--- config.mk ---
export PLATFORM = sky130hd
export DESIGN_NAME = apb2_cmd_master
export DESIGN_NICKNAME = d
export VERILOG_FILES = /design/src/rtl/apb2_cmd_master.sv
export SDC_FILE = /design/constraint.sdc
export NUM_CORES = 1
export LEC_CHECK = 0
export BUFFER_PORTS_ARGS = -buffer_cell sky130_fd_sc_hd__buf_2
export CAP_MARGIN = 25
export CORE_MARGIN = 2
export CORE_UTILIZATION = 40
export DETAILED_ROUTE_END_ITERATION = 16
export PLACE_DENSITY = 0.58
export SYNTH_ARGS = -nofsm -noshare
export SYNTH_HDL_FRONTEND = slang
export SYNTH_SLANG_ARGS = --single-unit
--- constraint.sdc ---
create_clock -name clk -period 2.4 [get_ports clk]
set_input_delay 0.12 -clock clk [delete_from_list [all_inputs] [get_ports clk]]
set_output_delay 0.12 -clock clk [all_outputs]
set_load 0.02 [all_outputs]
--- src/rtl/apb2_cmd_master.sv ---
// Byte-stream to APB2 master bridge: decodes read/write command frames from the
// host link into single APB2 transfers and returns one response byte per frame.
module apb2_cmd_master #(
    parameter int unsigned ADDR_BITS      = 20,
    parameter int unsigned TIMEOUT_CYCLES = 1000
) (
    input  logic                 clk,
    input  logic                 rst,
    input  logic [7:0]           in_data,
    input  logic                 in_valid,
    output logic                 in_ready,
    output logic [7:0]           out_data,
    output logic                 out_valid,
    input  logic                 out_ready,
    output logic [ADDR_BITS-1:0] PADDR,
    output logic                 PSEL,
    output logic                 PENABLE,
    output logic                 PWRITE,
    output logic [7:0]           PWDATA,
    input  logic [7:0]           PRDATA
);

    localparam int unsigned CNT_W = (TIMEOUT_CYCLES < 2) ? 1 : $clog2(TIMEOUT_CYCLES);

    typedef enum logic [3:0] {
        S_IDLE, S_ADDR0, S_ADDR1, S_ADDR2, S_WDATA,
        S_SETUP, S_ACCESS, S_ERR, S_RESP
    } state_t;

    state_t               r_state;
    logic                 r_in_ready;
    logic                 r_out_valid;
    logic [7:0]           r_out_data;
    logic [ADDR_BITS-1:0] r_addr;
    logic                 r_is_write;
    logic [ADDR_BITS-1:0] r_paddr;
    logic                 r_psel;
    logic                 r_penable;
    logic                 r_pwrite;
    logic [7:0]           r_pwdata;
    logic [CNT_W-1:0]     r_cnt;

    logic                 w_in_fire;
    logic                 w_out_fire;
    logic                 w_in_frame;
    logic                 w_timeout;
    logic [ADDR_BITS-1:0] w_addr_full;

    assign w_in_fire   = in_valid && r_in_ready;
    assign w_out_fire  = r_out_valid && out_ready;
    assign w_in_frame  = (r_state == S_ADDR0) || (r_state == S_ADDR1) ||
                         (r_state == S_ADDR2) || (r_state == S_WDATA);
    // Timeout fires on the edge where the stall count would reach TIMEOUT_CYCLES.
    assign w_timeout   = (TIMEOUT_CYCLES != 0) && w_in_frame && !w_in_fire &&
                         (r_cnt == CNT_W'(TIMEOUT_CYCLES - 1));
    assign w_addr_full = r_addr | ADDR_BITS'({in_data, 16'h0000});

    assign in_ready  = r_in_ready;
    assign out_valid = r_out_valid;
    assign out_data  = r_out_data;
    assign PADDR     = r_paddr;
    assign PSEL      = r_psel;
    assign PENABLE   = r_penable;
    assign PWRITE    = r_pwrite;
    assign PWDATA    = r_pwdata;

    always_ff @(posedge clk or negedge rst) begin
        if (!rst) begin
            r_state     <= S_IDLE;
            r_in_ready  <= 1'b0;
            r_out_valid <= 1'b0;
            r_out_data  <= 8'h00;
            r_addr      <= '0;
            r_is_write  <= 1'b0;
            r_paddr     <= '0;
            r_psel      <= 1'b0;
            r_penable   <= 1'b0;
            r_pwrite    <= 1'b0;
            r_pwdata    <= 8'h00;
            r_cnt       <= '0;
        end else begin
            if ((TIMEOUT_CYCLES != 0) && w_in_frame && !w_in_fire && !w_timeout)
                r_cnt <= r_cnt + CNT_W'(1);
            else
                r_cnt <= '0;

            case (r_state)
                S_IDLE: begin
                    r_in_ready <= 1'b1;
                    if (w_in_fire) begin
                        if (in_data == 8'h01 || in_data == 8'h02) begin
                            r_is_write <= (in_data == 8'h01);
                            r_state    <= S_ADDR0;
                        end else begin
                            r_out_data <= 8'hFF;
                            r_in_ready <= 1'b0;
                            r_state    <= S_ERR;
                        end
                    end
                end
                S_ADDR0: begin
                    if (w_in_fire) begin
                        r_addr  <= ADDR_BITS'(in_data);
                        r_state <= S_ADDR1;
                    end else if (w_timeout) begin
                        r_state <= S_IDLE;
                    end
                end
                S_ADDR1: begin
                    if (w_in_fire) begin
                        r_addr  <= r_addr | ADDR_BITS'({in_data, 8'h00});
                        r_state <= S_ADDR2;
                    end else if (w_timeout) begin
                        r_state <= S_IDLE;
                    end
                end
                S_ADDR2: begin
                    if (w_in_fire) begin
                        if (r_is_write) begin
                            r_addr  <= w_addr_full;
                            r_state <= S_WDATA;
                        end else begin
                            r_paddr    <= w_addr_full;
                            r_pwrite   <= 1'b0;
                            r_psel     <= 1'b1;
                            r_in_ready <= 1'b0;
                            r_state    <= S_SETUP;
                        end
                    end else if (w_timeout) begin
                        r_state <= S_IDLE;
                    end
                end
                S_WDATA: begin
                    if (w_in_fire) begin
                        r_paddr    <= r_addr;
                        r_pwdata   <= in_data;
                        r_pwrite   <= 1'b1;
                        r_psel     <= 1'b1;
                        r_in_ready <= 1'b0;
                        r_state    <= S_SETUP;
                    end else if (w_timeout) begin
                        r_state <= S_IDLE;
                    end
                end
                S_SETUP: begin
                    r_penable <= 1'b1;
                    r_state   <= S_ACCESS;
                end
                S_ACCESS: begin
                    r_psel      <= 1'b0;
                    r_penable   <= 1'b0;
                    r_out_data  <= r_pwrite ? 8'h00 : PRDATA;
                    r_out_valid <= 1'b1;
                    r_state     <= S_RESP;
                end
                S_ERR: begin
                    r_out_valid <= 1'b1;
                    r_state     <= S_RESP;
                end
                S_RESP: begin
                    if (w_out_fire) begin
                        r_out_valid <= 1'b0;
                        r_in_ready  <= 1'b1;
                        r_state     <= S_IDLE;
                    end
                end
                default: begin
                    r_psel      <= 1'b0;
                    r_penable   <= 1'b0;
                    r_out_valid <= 1'b0;
                    r_in_ready  <= 1'b0;
                    r_state     <= S_IDLE;
                end
            endcase
        end
    end

endmodule

# --- After elaboration in Yosys (flattened, before gate mapping) ---
# Index checks and enable logic that the tools add are counted.
word_totals:
  register_bits: 76
  output_inout_bits: 41
  wordCells: 106
op_classes:
  addsub: 1
  n_bitwise: 5
  reduce_logical: 29
  n_eq_ne: 20
  muxes: 39
op_table:
  columns: ["op", "n"]
  rows:
  - ["two-way mux 20 bit", 7]
  - ["case mux 20 bit (3 select lines)", 1]
  - ["case mux 20 bit (2 select lines)", 1]
  - ["case mux 4 bit (8 select lines)", 1]
  - ["two-way mux 4 bit", 7]
  - ["two-way mux 8 bit", 3]
  - ["OR 20 x 16 -> 20 bit", 1]
  - ["OR 20 bit", 1]
  - ["!= test 2 bit, second input constant", 9]
  - ["equality test 4 x 3 -> 1 bit, second input constant", 4]
  - ["case mux 8 bit (2 select lines)", 1]
  - ["OR reduction 6 bit", 2]
  - ["two-way mux 1 bit", 11]
  - ["adder 10 x 1 -> 10 bit, second input constant", 1]
  - ["equality test 10 bit, second input constant", 1]
  - ["two-way mux 10 bit", 1]
  - ["AND reduction 5 bit", 2]
  - ["equality test 4 x 2 -> 1 bit, second input constant", 2]
  - ["equality test 8 x 1 -> 1 bit, second input constant", 1]
  - ["equality test 8 x 2 -> 1 bit, second input constant", 1]
  - ["AND reduction 4 bit", 2]
  - ["OR reduction 7 bit", 1]
  - ["case mux 1 bit (3 select lines)", 2]
  - ["AND reduction 2 bit", 3]
  - ["other kinds (15)", 28]

# --- Longest topological paths before layout ---
logic_depth:
  ltp_word: 9
  depth_mapped: 7
  ltp_nobuf: 5

# --- Worst setup path before layout ---
# No wires, ideal clock.
synth_path:
  path_type: "register to register"
  startpoint: "register r_state[0]"
  endpoint: "register r_paddr[10] (netlist: PADDR[10])"
  n_path_buf: 3
  t_required_ns: 2.275
  stages_incl_launch_ff: 7
  arrival_time_ns: 1.687
  slack_ns: 0.588
  synth_period_minus_slack_ns: 1.812
  cell_sequence: "dfrtp_1 > buf_6 > or3b_1 > a211o_1 > buf_6 > buf_12 > mux2_4"
synth_between:
  elab_chain_len: 3
synth_rtl:
  columns: ["item", "line_no", "text"]
  rows:
  - ["start: declaration", "30", "state_t r_state;"]
  - ["start signal: assignment", "69", "r_state <= S_IDLE;"]
  - ["start signal: assignment", "93", "r_state <= S_ADDR0;"]
  - ["start signal: assignment", "97", "r_state <= S_ERR;"]
  - ["equality test 4 x 3 -> 1 bit / equality test 4 x 2 -> 1 bit (equally long branches)", "87", "case (r_state)"]
  - ["!= test 2 bit (no source line) / nonzero test 2 bit (equally long branches)", null, null]
  - ["AND reduction 4 bit (no source line)", null, null]
  - ["end signal: assignment", "123", "r_paddr <= w_addr_full;"]
  - ["end signal: assignment", "135", "r_paddr <= r_addr;"]
  - ["end: declaration", "36", "logic [ADDR_BITS-1:0] r_paddr;"]
# Parallel ways exist; a longest one is shown, timed or not.
# A chain may end at the register's enable or synchronous reset.

# --- Worst setup path in the final report ---
layout_path:
  startpoint: "register r_state[0]"
  endpoint: "register r_paddr[5] (netlist: PADDR[5])"
# Same word-level chain as after synthesis.

==> impl_metrics.csv <==
group,metric,value,unit
worst_setup_path,endpoint_kind,"register",
clock_tree,clk_latency,0.35,ns
timing,setup_violations,0,
power_and_ir_drop,vdd_drop_max,0.402,mV
synthesis,synthArstFlopShare,1.00,
synthesis,syn_inst,283,
drt,antenna_left,0,
synthesis,syn_avg_cell_area,11.9,µm²
place,numPortBuffers,60,
power_and_ir_drop,pwr_density_cell,1290,nW/µm²
outcome,status,"completed",
place,place_ws,0.472,ns
timing,timing.slew.headroom,0.364,
synthesis,yosys-top-cells-count,"dfrtp_1, nor2_1, mux2_2",
worst_setup_path,path_delay_family,"flip-flops",
worst_setup_path,crit_chain,"or3b_1, a211o_1, buf_4, mux2_4",
final_layout,final_cells,455,
power_and_ir_drop,p_total,5.17,mW
clock_tree,clock-sinks,76,
drt,dr.pass1.iters,4,
worst_setup_path,crit_buf_inv,1,
die,die_w,95.7,µm
flow_run,max-cap-violations,0,
global_routing,grt_max_degree,77,
clock_tree,root_buffer,"clkbuf_8",
die,die-area,9170,µm²
timing,min_period,1.95,ns
drt,drc,0,
final_layout,syn_to_final_growth,18.8,%
clock_tree,path_clk_slew,0.08,ns
final_layout,final_util,0.489,
place,place_congestion,0.776,
synthesis,yosysUniqueCellTypes,48,
place,place.detailed.hpwl,4600,µm
synthesis,netlist.area_leader.share,0.565,
timing,final-max-slew-violation-count,0,
drt,wl,6890,µm
clock_tree,clock_path_buffers,2,
timing,finalHoldViolations,0,
final_layout,fillers,751,
worst_setup_path,crit_required,2.63,ns
timing,fin_worst_skew,0.0110,ns
timing,setup_tns,0,ns
clock_tree,cts_setup_buffers,0,
drt,num_vias,2359,
power_and_ir_drop,p_leak,1.94,nW
synthesis,yosysWarnings,0,
synthesis,synth-seq-cells,76,
timing,worstMarginPinSlew,0.953,ns
clock_tree,cts_inserted_buffers,9,
synthesis,synth.most_common_cell,"dfrtp_1",
final_layout,insertedDiodeCount,0,
global_routing,grt_pass1_vias,2190,
synthesis,synth_edf_count,0,
worst_setup_path,crit_slowest_cell,"dfrtp_1",
final_layout,regArea,1900,µm²
synthesis,yosysTopAreaCell,"dfrtp_1",
clock_tree,cts_tree,"yes",
worst_hold_path,holdCritPathClass,"input port to register",
clock_tree,cts_max_level,3,
global_routing,overflow,0,
die,die_h,95.7,µm
worst_setup_path,critPathMaxStageDelay,0.53,ns
drt,avgRoutedWirePerCell,15.2,µm
global_routing,track_usage,0.157,
worst_setup_path,path_class,"register to register",
global_routing,grt_pass1_wl,10900,µm
timing,rsz0062_at_grt,"no",
global_routing,antenna_found_initial,0,
die,coreArea,8180,µm²
timing,clock.fmax,513,MHz
place,placed_cells,438,
synthesis,synth_area_leaders,"dfrtp_1, mux2_2, mux2_4",
worst_setup_path,crit_path_start_kind,"register",
synthesis,syn_area,3370,µm²
final_layout,layout.nets,367,
worst_setup_path,cp_max_fo,25,
synthesis,syn_nets,304,
final_layout,multi_input_area,1350,µm²
die,start_util,0.412,
synthesis,ys.flop_type,"dfrtp_1",
synthesis,synth.yosys.seq_area_share,0.565,
die,pin_count,61,
drt,drtIter0Drc,144,
timing,fin_ws,0.450,ns
final_layout,final_layout_size_suffix_gt1_frac,0.334,
die,fp-row-count,33,
drt,via_per_inst,5.18,
worst_setup_path,cp.arrival,2.18,ns
timing,period_share,0.813,
==> worst paths after layout <==
path / start / to / slack, ns / cells past startpoint
worst min register to register: r_cnt[0] / r_cnt[0] / 0.48 / 1
min in group asynchronous: rst / PADDR[10] / 0.44 / 2
max in group asynchronous: rst / PWDATA[7] / 1.31 / 2
worst max-delay path: r_state[0] / PADDR[5] / 0.45 / 4
worst max register to register: r_state[0] / PADDR[5] / 0.45 / 4
worst min-delay path: PRDATA[5] / out_data[5] / 0.02 / 3
==> metrics by stage <==
| stage | hold slack [ns] | cell area [µm²] |
|---|---|---|
| 5_1_grt | 0.00838 | 4000 |
| 3_3_place_gp | 0.328 | 3740 |
| 6_report | 0.0202 | 4000 |
| 2_1_floorplan | -0.176 | 3370 |
| 3_5_place_dp | 0.332 | 3740 |
| 4_1_cts | 0.00682 | 4000 |
==> timing repair <==
action	4_1_cts	5_1_grt
gates resized for setup	0	0
hold buffers	2	0
hold endpoints to repair	77	0
==> power by group <==
part	total (mW)	switching (mW)	internal [mW]	leakage, nW
registers	2.12	0.356	1.76	0.954
clock network	1.16	0.475	0.689	0.120
logic	1.89	1.04	0.849	0.866
==> registers in the layout (all words and copies together), names as in the netlist <==
name,count
PWRITE,1
PSEL,1
PADDR,20
out_data,8
PWDATA,8
out_valid,1
r_cnt,10
in_ready,1
r_state,4
r_is_write,1
r_addr,20
PENABLE,1
==> layer usage <==
layer | part of all wire | global-route usage
met1 | 0.49 | 0.229
met2 | 0.43 | 0.219
met3 | 0.060 | 0.0517
met4 | 0.012 | 0.0560
met5 | 0 | 0
==> kinds of logic (layout without fill, tap and decap cells) <==
| family | Yosys count | in the layout | share of synthesized area |
|---|---|---|---|
| mux | 33 | 33 | 0.123 |
| flops | 76 | 76 | 0.565 |
| buf+inv | 19 | 86 | 0.0372 |
| xor+xnor | 11 | 11 | 0.0286 |
| compound gates | 56 | 56 | 0.111 |
| simple gates | 87 | 87 | 0.132 |
| fa+ha+maj | 1 | 1 | 0.00372 |
==> cells in the final DEF (no fill, tap or decap), types with 2 or more instances in the layout <==
master	n
o31ai_1	4
a221oi_1	2
mux2_2	22
xor2_1	7
nand2b_1	10
and4_1	3
inv_1	2
buf_4	8
buf_2	59
dlygate4sd3_1	2
a2bb2oi_1	8
mux2_4	11
and3_1	3
nand2_1	17
clkbuf_8	9
dfrtp_1	76
o21ai_0	9
nor3_1	2
bufinv_16	3
nand3b_1	2
a21oi_1	19
nor2b_1	2
nand3_1	9
xnor2_1	4
a211o_1	2
nor2_1	28
==> tightest hold or removal path, delay by kind of cell <==
family / cells / cell delay [ns]
compound gates: 1 / 0.06
simple gates: 1 / 0.06
buf+inv: 1 / 0.09
==> area by class of cell <==
| cell class | count | share of cell area |
|---|---|---|
| Clock buffer | 9 | 0.0310 |
| Clock inverter | 6 | 0.0282 |
| Inverter | 2 | 0.00188 |
| Multi-Input combinational cell | 188 | 0.337 |
| Sequential cell | 76 | 0.476 |
| Tap cell | 105 | 0.0329 |
| Timing Repair Buffer | 69 | 0.0939 |
Power figures use the tool's default switching activity.
